**config.mk**
```make
export PLATFORM = sky130hd
export DESIGN_NAME = uart_cmd_ctrl
export DESIGN_NICKNAME = d
export VERILOG_FILES = /design/src/rtl/uart_ctrl_pkg.sv /design/src/rtl/uart_tx_arb.sv /design/src/rtl/uart_cmd_ctrl.sv
export SDC_FILE = /design/constraint.sdc
export NUM_CORES = 1
export LEC_CHECK = 0
export CORE_MARGIN = 3
export CORE_UTILIZATION = 40
export DETAILED_ROUTE_END_ITERATION = 7
export PLACE_DENSITY = 0.87
export SETUP_SLACK_MARGIN = 0.4
export SYNTH_ARGS = -nofsm -noshare
export SYNTH_HDL_FRONTEND = slang
export SYNTH_SLANG_ARGS = --single-unit
```
**constraint.sdc**
```tcl
create_clock -name clk -period 1.7 [get_ports clk]
set_input_delay 0.34 -clock clk [delete_from_list [all_inputs] [get_ports clk]]
set_output_delay 0.34 -clock clk [all_outputs]
set_load 0.01 [all_outputs]
```
**src/rtl/uart_ctrl_pkg.sv**
```systemverilog
// Shared constants for the UART command controller: ASCII command bytes,
// parser/arbiter state encodings and the command decode helper.
package uart_ctrl_pkg;

   localparam logic [7:0] CH_RUN_UP   = 8'h52;
   localparam logic [7:0] CH_RUN_LO   = 8'h72;
   localparam logic [7:0] CH_CLEAR_UP = 8'h43;
   localparam logic [7:0] CH_CLEAR_LO = 8'h63;
   localparam logic [7:0] CH_MODE_UP  = 8'h4D;
   localparam logic [7:0] CH_MODE_LO  = 8'h6D;
   localparam logic [7:0] CH_UP_UP    = 8'h55;
   localparam logic [7:0] CH_UP_LO    = 8'h75;
   localparam logic [7:0] CH_DOWN_UP  = 8'h44;
   localparam logic [7:0] CH_DOWN_LO  = 8'h64;
   localparam logic [7:0] CH_CR       = 8'h0D;
   localparam logic [7:0] CH_LF       = 8'h0A;
   localparam logic [7:0] ERR_CHAR_DEF = 8'h3F;

   localparam logic [1:0] P_IDLE   = 2'd0;
   localparam logic [1:0] P_DECODE = 2'd1;
   localparam logic [1:0] P_ECHO   = 2'd2;

   localparam logic [1:0] A_FREE      = 2'd0;
   localparam logic [1:0] A_LOCK_ECHO = 2'd1;
   localparam logic [1:0] A_LOCK_REP  = 2'd2;

   typedef struct packed {
      logic run;
      logic clear;
      logic mode;
      logic up;
      logic down;
      logic err;
      logic eol;
   } cmd_t;

   // Line terminators are silently accepted; anything unlisted is an error.
   function automatic cmd_t decode_cmd(input logic [7:0] b);
      cmd_t c;
      c = '0;
      case (b)
         CH_RUN_UP, CH_RUN_LO:     c.run   = 1'b1;
         CH_CLEAR_UP, CH_CLEAR_LO: c.clear = 1'b1;
         CH_MODE_UP, CH_MODE_LO:   c.mode  = 1'b1;
         CH_UP_UP, CH_UP_LO:       c.up    = 1'b1;
         CH_DOWN_UP, CH_DOWN_LO:   c.down  = 1'b1;
         CH_CR, CH_LF:             c.eol   = 1'b1;
         default:                  c.err   = 1'b1;
      endcase
      return c;
   endfunction

endpackage

```
**src/rtl/uart_tx_arb.sv**
```systemverilog
// Round-robin arbiter for the TX FIFO push port between the echo path and a
// multi-byte report requester; report packets are held locked until their last byte.
module uart_tx_arb
   import uart_ctrl_pkg::*;
(
   input  logic       clk,
   input  logic       rst,
   input  logic       en,
   input  logic       echo_req,
   input  logic [7:0] echo_data,
   input  logic       rep_req,
   input  logic [7:0] rep_data,
   input  logic       rep_last,
   input  logic       tx_full,
   output logic       tx_push,
   output logic [7:0] tx_data,
   output logic       echo_ack,
   output logic       rep_ack
);

   logic [1:0] state;
   logic       last_rep;
   logic       gnt_echo;
   logic       gnt_rep;
   logic       push_echo;
   logic       push_rep;

   // On a tie the requester that was not served last wins.
   always_comb begin
      gnt_echo = 1'b0;
      gnt_rep  = 1'b0;
      case (state)
         A_FREE: begin
            if (echo_req && rep_req) begin
               gnt_echo = last_rep;
               gnt_rep  = ~last_rep;
            end else begin
               gnt_echo = echo_req;
               gnt_rep  = rep_req;
            end
         end
         A_LOCK_ECHO: gnt_echo = 1'b1;
         A_LOCK_REP:  gnt_rep  = 1'b1;
         default: ;
      endcase
   end

   assign push_echo = en & gnt_echo & echo_req & ~tx_full;
   assign push_rep  = en & gnt_rep & rep_req & ~tx_full;
   assign tx_push   = push_echo | push_rep;
   assign tx_data   = gnt_rep ? rep_data : echo_data;
   assign echo_ack  = push_echo;
   assign rep_ack   = push_rep;

   // A grant blocked by a full FIFO is held in a lock state so it cannot be stolen.
   always_ff @(posedge clk or posedge rst) begin
      if (rst) begin
         state    <= A_FREE;
         last_rep <= 1'b1;
      end else begin
         case (state)
            A_FREE: begin
               if (en && gnt_echo) begin
                  if (push_echo) last_rep <= 1'b0;
                  else           state    <= A_LOCK_ECHO;
               end else if (en && gnt_rep) begin
                  if (push_rep && rep_last) last_rep <= 1'b1;
                  else                      state    <= A_LOCK_REP;
               end
            end
            A_LOCK_ECHO: begin
               if (push_echo) begin
                  state    <= A_FREE;
                  last_rep <= 1'b0;
               end
            end
            A_LOCK_REP: begin
               if (push_rep && rep_last) begin
                  state    <= A_FREE;
                  last_rep <= 1'b1;
               end
            end
            default: state <= A_FREE;
         endcase
      end
   end

endmodule

```
**src/rtl/uart_cmd_ctrl.sv**
```systemverilog
// UART command controller: pops RX bytes one at a time, decodes single-character
// commands into one-cycle pulses and echoes them through the shared TX arbiter.
module uart_cmd_ctrl
   import uart_ctrl_pkg::*;
#(
   parameter bit         ECHO_EN  = 1'b1,
   parameter logic [7:0] ERR_CHAR = ERR_CHAR_DEF
) (
   input  logic       clk,
   input  logic       rst,
   input  logic       i_rx_empty,
   input  logic [7:0] i_rx_data,
   output logic       o_rx_pop,
   input  logic       i_tx_full,
   output logic       o_tx_push,
   output logic [7:0] o_tx_data,
   input  logic       i_rep_req,
   input  logic [7:0] i_rep_data,
   input  logic       i_rep_last,
   output logic       o_rep_ack,
   output logic       o_cmd_run,
   output logic       o_cmd_clear,
   output logic       o_cmd_mode,
   output logic       o_cmd_up,
   output logic       o_cmd_down,
   output logic       o_cmd_err
);

   logic [1:0] state;
   logic [7:0] cmd_reg;
   logic       live;
   logic       in_decode;
   logic       echo_req;
   logic       echo_ack;
   logic [7:0] echo_data;
   cmd_t       cmd;

   // Keeps every output quiet for the first cycle after reset release.
   always_ff @(posedge clk or posedge rst) begin
      if (rst) live <= 1'b0;
      else     live <= 1'b1;
   end

   assign cmd       = decode_cmd(cmd_reg);
   assign in_decode = live & (state == P_DECODE);
   assign o_rx_pop  = live & (state == P_IDLE) & ~i_rx_empty;

   assign o_cmd_run   = in_decode & cmd.run;
   assign o_cmd_clear = in_decode & cmd.clear;
   assign o_cmd_mode  = in_decode & cmd.mode;
   assign o_cmd_up    = in_decode & cmd.up;
   assign o_cmd_down  = in_decode & cmd.down;
   assign o_cmd_err   = in_decode & cmd.err;

   assign echo_req  = (state == P_ECHO);
   assign echo_data = cmd.err ? ERR_CHAR : cmd_reg;

   always_ff @(posedge clk or posedge rst) begin
      if (rst) begin
         state   <= P_IDLE;
         cmd_reg <= '0;
      end else begin
         case (state)
            P_IDLE: begin
               if (o_rx_pop) begin
                  cmd_reg <= i_rx_data;
                  state   <= P_DECODE;
               end
            end
            P_DECODE: begin
               if (cmd.eol)                state <= P_IDLE;
               else if (cmd.err || ECHO_EN) state <= P_ECHO;
               else                        state <= P_IDLE;
            end
            P_ECHO: begin
               if (echo_ack) state <= P_IDLE;
            end
            default: state <= P_IDLE;
         endcase
      end
   end

   uart_tx_arb u_arb (
      .clk       (clk),
      .rst       (rst),
      .en        (live),
      .echo_req  (echo_req),
      .echo_data (echo_data),
      .rep_req   (i_rep_req),
      .rep_data  (i_rep_data),
      .rep_last  (i_rep_last),
      .tx_full   (i_tx_full),
      .tx_push   (o_tx_push),
      .tx_data   (o_tx_data),
      .echo_ack  (echo_ack),
      .rep_ack   (o_rep_ack)
   );

endmodule

```
## After elaboration in Yosys (flattened, before gate mapping)

Cells that the tools add are included.

| storage, ports and cells | value |
|---|---|
| bits of input ports | 22 |
| output and inout bits | 17 |
| logic and storage cells | 93 |
| register bits | 14 |

| cells by class | value |
|---|---|
| mux-type cells | 28 |
| reductions and logical operators | 18 |
| bitwise gates (word level) | 19 |
| equal/unequal tests | 23 |

Operators with widths:

| cell | number |
|---|---|
| $eq A8 B7 Y1 const B | 10 |
| $eq A8 B4 Y1 const B | 2 |
| $mux W2 | 8 |
| $mux W8 | 2 |
| $and A1 B1 Y1 | 15 |
| $mux W1 | 13 |
| $pmux W2 S3 | 2 |
| $reduce_or A12 Y1 | 1 |
| $reduce_or A2 Y1 | 6 |
| $reduce_and A2 Y1 | 3 |
| $reduce_and A5 Y1 | 1 |
| $eq A2 B1 Y1 const B | 2 |
| $eq A2 B2 Y1 const B | 2 |
| $logic_and A1 B1 Y1 | 4 |
| $logic_not A2 Y1 | 2 |
| $ne A2 B1 Y1 const B | 2 |
| $ne A2 B2 Y1 const B | 2 |
| $pmux W1 S2 | 2 |
| $ne A3 B1 Y1 const B | 1 |
| $ne A3 B2 Y1 const B | 1 |
| $ne A3 B3 Y1 const B | 1 |
| $not A1 Y1 | 3 |
| $pmux W1 S3 | 1 |
| $reduce_bool A3 Y1 | 1 |
| $or A1 B1 Y1 | 1 |

## Longest topological paths before layout

Gate-level depths: netlist of run 1.

| depth | value |
|---|---|
| word-level depth | 12 |
| gate-level depth with buffers | 8 |

## By module

A second synthesis of run 1 with hierarchy kept.

| second synthesis, totals | value |
|---|---|
| cell total of the unflattened synthesis | 129 |
| area, all modules | 1156.1 um^2 |

Modules (own cells, without submodules):

| module | sequential area each (um^2) | instances | cells an instance | area each (um^2) |
|---|---|---|---|---|
| uart_cmd_ctrl | 275.3 | 1 | 74 | 695.7 |
| uart_tx_arb | 76.3 | 1 | 55 | 460.4 |

## Worst setup path before layout of run 1

Ideal clock, no wire load.

| timing | value |
|---|---|
| path kind | flip-flop to output port |
| start point | register u_arb.state[0] |
| end point | output port o_tx_push |
| path slack | -0.250 ns |
| cell stages (with the launch flop) | 7 |
| buffers on the path | 1 |
| arrival time | 1.610 ns |
| path through | dfrtp_1 > inv_1 > ha_1 > clkbuf_1 > a31oi_2 > nor3_1 > nand2b_1 |

| between the ends | value |
|---|---|
| longest elaborated chain between the ends | 6 |
| elaborated cells on any way between the ends | 12 |
| those cells by class | 2 x eq/ne; 2 x mux; 7 x bitwise; 1 x reduce/logical |

RTL lines:

| what | line | source |
|---|---|---|
| start, declared | uart_tx_arb.sv:21 | `logic [1:0] state;` |
| start signal, assigned | uart_tx_arb.sv:58 | `state <= A_FREE;` |
| start signal, assigned | uart_tx_arb.sv:65 | `else state <= A_LOCK_ECHO;` |
| start signal, assigned | uart_tx_arb.sv:68 | `else state <= A_LOCK_REP;` |
| $eq A2 B2 Y1 / $logic_not A2 Y1 (equally long branches) | uart_tx_arb.sv:32 | `case (state)` |
| $pmux W1 S2 (*) | uart_tx_arb.sv:32 |  |
| $and A1 B1 Y1 (*) (3 in a row) | uart_tx_arb.sv:49 | `assign push_rep = en & gnt_rep & rep_req & ~tx_full;` |
| named net o_rep_ack | uart_cmd_ctrl.sv:20 | `output logic o_rep_ack,` |
| $or A1 B1 Y1 (*) | uart_tx_arb.sv:50 | `assign tx_push = push_echo \| push_rep;` |
| end, declared | uart_cmd_ctrl.sv:15 | `output logic o_tx_push,` |

The timed path passes the listed nets; every way through them passes the cells marked *.

## Worst setup path in the final report of run 1

| timing | value |
|---|---|
| start point | register cmd_reg[3] |
| end point | output port o_tx_data[4] |

| between the ends | value |
|---|---|
| longest elaborated chain between the ends | 4 |
| elaborated cells on any way between the ends | 15 |
| those cells by class | 12 x eq/ne; 2 x mux; 1 x reduce/logical |

RTL lines:

| what | line | source |
|---|---|---|
| start, declared | uart_cmd_ctrl.sv:30 | `logic [7:0] cmd_reg;` |
| start signal, assigned | uart_cmd_ctrl.sv:66 | `cmd_reg <= i_rx_data;` |
| $eq A8 B4 Y1 / $eq A8 B7 Y1 (equally long branches) | uart_ctrl_pkg.sv:41 | `case (b)` |
| $reduce_or A12 Y1 (no line) (*) | n/a |  |
| $mux W8 (*) | uart_cmd_ctrl.sv:56 | `assign echo_data = cmd.err ? ERR_CHAR : cmd_reg;` |
| $mux W8 (*) | uart_tx_arb.sv:51 | `assign tx_data = gnt_rep ? rep_data : echo_data;` |
| end, declared | uart_cmd_ctrl.sv:16 | `output logic [7:0] o_tx_data,` |

Mark *: on every way between the ends. The rest lies on a longest branch, timed or not.

==> impl_metrics.py, run 1 <==
metrics = {
    "global_route": {
        "grt_pass1_vias": 1522,
        "grt_pass1_wl_um": 7750,
        "grt_max_degree": 15,
        "overflow": 0,
        "track_usage_pct": 31.3,
        "antenna_found_initial": 0,
    },
    "die": {
        "dieWidth_um": 58.0,
        "io-pin-count": 39,
        "row_count": 18,
        "coreArea_um2": 2520,
        "start_util_pct": 42.8,
        "dieArea_um2": 3360,
        "die_y_um": 58.0,
    },
    "drt": {
        "route.detailed.drc": 0,
        "wl_um": 6990,
        "antenna_left": 0,
        "wl_per_cell_um": 27.0,
        "firstDrtPassIters": 7,
        "vias": 1666,
        "vias_per_cell": 6.43,
        "drt_iter0_drc": 147,
    },
    "timing": {
        "hold_violations": 0,
        "setup_viol": 25,
        "timing.final.crit_period_ns": 2.40,
        "finalSetupTns_ns": -9.63,
        "setup_slack_ns": -0.702,
        "slew_violations": 0,
        "skew_ns": 0.00678,
        "fin_crit_sh_pct": 141,
        "tightestPinTransition_ns": 0.508,
        "fmax_ghz": 0.416,
        "slew_headroom_pct": 66.1,
        "rsz0062_at_grt": "yes",
    },
    "placement": {
        "place_hpwl_um": 3000,
        "dp_cells": 228,
        "io_buffer_count": 38,
        "gp_congestion": 0.814,
    },
    "logic_synthesis": {
        "synth.area.top_cells": "dfrtp_1 30%, mux2_2 7.3%, a21oi_1 6.5%",
        "synthCells": 125,
        "yosysTopAreaCellShare_pct": 30.1,
        "yosysSeqAreaShare_pct": 32.6,
        "yosysTopAreaCell": "dfrtp_1",
        "yosysMostFrequentCell": "a21oi_1",
        "synth_flop_cell": "dfrtp_1",
        "ys_ff_latch": 14,
        "netlist_top_cells_count": "14 x a21oi_1, 13 x dfrtp_1, 9 x nor2_1, 8 x o21ai_0",
        "yosysWarnings": 0,
        "synth-edff-count": 0,
        "avgSynthCellArea_um2": 8.64,
        "syn_nets": 151,
        "yosys.cell_types.count": 42,
        "async_flop_share_pct": 100,
        "synthesis.area_um2": 1080,
    },
    "finish": {
        "largest_register_ffs": 8,
        "nFillCells": 59,
        "nets": 256,
        "post-route-util_pct": 95.8,
        "multi_input_area_um2": 1080,
        "antennaDiodeCount": 0,
        "drive_above_1_share_pct": 69.9,
        "syn2layout_area_growth_pct": 124,
        "final_cells": 259,
        "seq_area_um2": 355,
    },
    "cts": {
        "hold_buffers": 0,
        "cts-root-buf": "clkbuf_4",
        "clockBufferDepth": 2,
        "clock_latency_ns": 0.30,
        "cts-htree-levels": 1,
        "cts_buffers": 3,
        "cts.sink_count": 14,
        "cts_tree": "done",
        "clk_pin_slew_worst_paths_ns": 0.09,
    },
    "flow_run": {
        "cap_viol_max_count": 0,
    },
    "run_status": {
        "status": "finished with violations",
        "violations": "negative setup slack",
    },
    "critical_path": {
        "cp.arrival_ns": 2.06,
        "path_max_fanout": 7,
        "slowest_delay_ns": 0.58,
        "end_kind": "primary output",
        "critPathRequiredTime_ns": 1.36,
        "start_kind": "flop",
        "crit_path_cell_trace": "or4b_4 -> a21oi_4 -> a21oi_4 -> a21oi_2 -> a21oi_2 -> buf_2",
        "critPathKind": "reg2out",
        "slowest_stage": "or4b_4",
    },
    "power_and_ir_drop": {
        "power.leakage_uw": 0.00107,
        "power_density_nw_per_um2": 1860,
        "peakVddDrop_v": 0.00185,
    },
    "min_path": {
        "hold_path.class": "in2async",
    },
}
logic make-up (layout without fill, tap and decap cells):
logic type | after synthesis | count (layout) | synth area share [%]
multiplexers | 8 | 8 | 8.23
flip-flops | 14 | 14 | 32.6
other | 1 | 1 | 0.347
AND/OR/NAND/NOR | 53 | 53 | 29.8
buffers and inverters | 12 | 116 | 4.64
AO/OA/AOI/OAI | 33 | 33 | 19.8
adder cells (fa/ha/maj) | 4 | 4 | 4.64
routing by layer:
metal	track usage, %	vias up	part of all wire [%]
met5	0	-	0
met4	14.6	0	8.1
met3	2.67	54	7.5
met2	56.6	156	49
met1	37.3	791	35
li1	-	665	-
critical path: cells and delay by family, from the launching register on:
family,cells,cell delay (ns)
AOI/OAI and AO/OA,4,0.55
DFF,1,0.45
and+or+nand+nor,1,0.58
buffers and inverters,1,0.17
cell type report:
class | instances | area share [%]
repair buffers | 105 | 36.5
flip-flops and latches | 14 | 14.7
clock buffers | 4 | 1.50
multi-input cells | 99 | 44.6
well taps | 30 | 1.55
inverters | 7 | 1.09
cell usage in the layout, fill, tap and decap left out, types with 3 or more instances in the layout:
master           Yosys  routed
nand2b_1             6       3
nand2b_4             0       3
buf_4                0      49
dfrtp_2              0       3
clkbuf_4             0       3
mux2_4               0       7
buf_2                4      14
nand3b_1             3       3
dfrtp_1             13      10
nor3_2               0       3
o21ai_1              0       4
nand2_2              1       3
nand2_1              5       3
buf_6                0      21
ha_4                 0       3
clkdlybuf4s50_1      0      19
nor3_4               0       4
a21oi_2              0      11
nor2_1               9       7
inv_1                7       5
through the flow:
step / cell area [µm²] / power (µW) / setup slack [ns] / hold slack [ns]
after floorplan: 1290 / 1860 / -0.0492 / 0.228
after global placement: 1960 / 2680 / -0.646 / 0.533
after detailed placement: 1960 / 2820 / -0.705 / 0.552
after CTS: 2170 / 3570 / -0.541 / 0.384
after global routing: 2420 / 4610 / -0.742 / 0.421
final: 2420 / 4480 / -0.702 / 0.409
path summary, 6_finish.rpt:
kind	startpoint	end	slack (ns)	cells after the start
setup reg to reg	u_arb.state[1]	u_arb.last_rep	-0.42	9
hold reg to reg	u_arb.last_rep	u_arb.last_rep	0.66	3
min in group clk	u_arb.last_rep	u_arb.last_rep	0.66	3
hold / removal	rst	state[1]	0.41	2
setup / recovery	cmd_reg[3]	o_tx_data[4]	-0.70	6
max in group asynchronous	rst	cmd_reg[0]	0.92	2
power by group:
part / switching (µW) / internal [µW] / total (µW)
Combinational: 1710 / 1820 / 3530
Clock: 122 / 131 / 253
Sequential: 204 / 493 / 698
repair_timing:
item                                    CTS  global route
pin swaps                                24            20
cloned                                    1             0
endpoints found under the setup margin   29            29
gates resized for setup                 115            25
setup buffers                            10            16
(Power assumes the default switching activity.)
==> run 2: changes to the inputs <==
Settings changed: ABC_AREA set to 1, PLACE_DENSITY 0.87 to 0.86.
==> impl_metrics.py, run 2 <==
metrics = {
    "run_status": {
        "status": "finished with violations",
        "violations": "negative setup slack",
    },
    "placement": {
        "gp_congestion": 0.852,
        "place_hpwl_um": 2730,
        "io_buffer_count": 38,
    },
    "timing": {
        "setup_viol": 19,
        "finalSetupTns_ns": -6.59,
        "slew_headroom_pct": 65.6,
        "tightestPinTransition_ns": 0.515,
        "fin_crit_sh_pct": 130,
        "fmax_ghz": 0.452,
        "skew_ns": 0.00310,
        "rsz0062_at_grt": "yes",
        "timing.final.crit_period_ns": 2.21,
        "hold_violations": 0,
        "slew_violations": 0,
        "setup_slack_ns": -0.513,
    },
    "logic_synthesis": {
        "synthCells": 164,
        "synthesis.area_um2": 1120,
        "synth.area.top_cells": "dfrtp_1 29%, nand2_1 11%, nor2_1 9.4%",
        "yosysMostFrequentCell": "nand2_1",
        "yosysWarnings": 0,
        "yosys.cell_types.count": 23,
        "yosysSeqAreaShare_pct": 31.5,
        "yosysTopAreaCellShare_pct": 29.1,
        "avgSynthCellArea_um2": 6.81,
        "synth_flop_cell": "dfrtp_1",
        "ys_ff_latch": 14,
        "yosysTopAreaCell": "dfrtp_1",
        "netlist_top_cells_count": "33 x nand2_1, 28 x nor2_1, 27 x inv_1, 13 x dfrtp_1, 10 x o21ai_0",
        "async_flop_share_pct": 100,
        "syn_nets": 190,
        "synth-edff-count": 0,
    },
    "finish": {
        "multi_input_area_um2": 918,
        "final_common_cell": "buf_4",
        "mostFrequentLayoutCells": "54 x buf_4, 22 x buf_6, 21 x clkdlybuf4s50_1",
        "drive_above_1_share_pct": 63.9,
        "largest_register_ffs": 8,
        "seq_area_um2": 353,
        "nFillCells": 83,
        "nets": 301,
        "syn2layout_area_growth_pct": 117,
        "antennaDiodeCount": 0,
    },
    "cts": {
        "cts_buffers": 3,
        "clock_latency_ns": 0.27,
        "cts.sink_count": 14,
        "cts_tree": "done",
        "clk_pin_slew_worst_paths_ns": 0.08,
        "hold_buffers": 0,
        "cts-htree-levels": 1,
        "clockBufferDepth": 2,
        "cts-root-buf": "clkbuf_4",
    },
    "die": {
        "dieWidth_um": 58.9,
        "io-pin-count": 39,
        "start_util_pct": 43.5,
        "coreArea_um2": 2570,
        "dieArea_um2": 3460,
        "row_count": 18,
        "die_y_um": 58.9,
    },
    "power_and_ir_drop": {
        "p_total_uw": 4400,
        "peakVddDrop_v": 0.00168,
        "power.leakage_uw": 0.00118,
        "intPower_uw": 2230,
        "power_frac_seq_pct": 15.6,
        "power_density_nw_per_um2": 1810,
        "combPwrFrac_pct": 79.1,
        "p_switching_uw": 2170,
        "power.share.clock_pct": 5.3,
        "switching_share_pct": 49.3,
    },
    "critical_path": {
        "path_max_fanout": 4,
        "crit_path_cell_trace": "buf_4 -> inv_1 -> nand4_1 -> a21oi_4 -> a21oi_4 -> nand2_4 -> buf_4 -> nand3_2 -> nand2_2 -> buf_6",
        "end_kind": "primary output",
        "critPathKind": "reg2out",
        "critPathRequiredTime_ns": 1.36,
        "slowest_stage": "dfrtp_1",
        "crit_family": "buffers and inverters",
        "start_kind": "flop",
        "cp.arrival_ns": 1.87,
        "path_buf_inv": 4,
        "slowest_delay_ns": 0.44,
    },
    "drt": {
        "vias": 1753,
        "route.detailed.drc": 0,
        "antenna_left": 0,
        "vias_per_cell": 5.77,
        "wl_per_cell_um": 20.7,
        "wl_um": 6290,
        "firstDrtPassIters": 4,
        "drt_iter0_drc": 154,
    },
    "global_route": {
        "antenna_found_initial": 0,
        "overflow": 0,
        "grt_pass1_wl_um": 8160,
        "track_usage_pct": 31.4,
        "grt_pass1_vias": 1767,
        "grt_max_degree": 17,
    },
    "flow_run": {
        "cap_viol_max_count": 0,
    },
    "min_path": {
        "hold_path.class": "in2async",
    },
}
==> run 2: cell families after synthesis <==
group	count (synthesis)	synth area share [%]
other cells	1	0.336
fa+ha+maj	4	4.48
compound gates	21	11.1
simple gates	90	38.7
flops	14	31.5
buf+inv	33	13.0
mux	1	0.896
==> run 2: what timing repair did <==
action	in CTS	in global routing
gates cloned	0	1
pin swaps	30	19
setup buffers	20	6
resized for setup	122	51
endpoints found under the hold margin	0	0
setup endpoints to repair	29	29
==> run 2: worst reg2reg max path, cell delays in order (launching register included) <==
cell and delay (ns):
dfrtp_1 0.38, inv_2 0.07, buf_4 0.13, buf_4 0.13, ha_4 0.16, inv_2 0.08, nand2_4 0.06, buf_4 0.13
buf_4 0.14, nand4_1 0.12, nand2_1 0.08, inv_1 0.08, nand4_1 0.14, nand2_1 0.12, nand2_1 0.05
==> run 2: final timing paths <==
kind	start	to	slack, ns	cells past startpoint
min reg2reg	state[1]	state[1]	0.56	1
max reg2reg	u_arb.state[1]	u_arb.state[0]	-0.28	14
min	rst	cmd_reg[6]	0.42	2
min in group clk	state[1]	state[1]	0.56	1
max in group asynchronous	rst	state[1]	0.91	2
max	cmd_reg[7]	o_tx_data[6]	-0.51	10
==> run 2: final cells by class <==
type	instances	share of cell area, %
Multi-Input combinational cell	117	37.9
Sequential cell	14	14.6
Tap cell	30	1.55
Timing Repair Buffer	109	39.3
Inverter	30	5.16
Clock buffer	4	1.50
==> run 2: routing by layer <==
metal	track usage [%]	routed length, µm	vias to the layer above
li1	-	-	749
met1	30.6	2330	832
met2	60.4	3050	127
met3	7.02	443	45
met4	16.2	465	0
met5	0	0	-
==> run 2: power groups by stage <==
stage	clock network [µW]	registers, µW	logic (µW)
after floorplan	0	624	1180
after global placement	0	615	2110
after detailed placement	0	620	2190
after CTS	235	628	2750
after global routing	246	696	3640
final	232	688	3480
==> run 2: metrics by stage <==
step           hold slack, ns  std cells  worst slack (ns)  utilization [%]  instance area, µm²
2_1_floorplan           0.228        164             0.125                -                1180
3_3_place_gp            0.529        273            -0.544             73.8                1900
3_5_place_dp            0.514        273            -0.597             73.8                1900
4_1_cts                 0.405        297            -0.354             85.6                2200
5_1_grt                 0.428        304            -0.602             94.4                2420
6_report                0.418        304            -0.513             94.4                2420
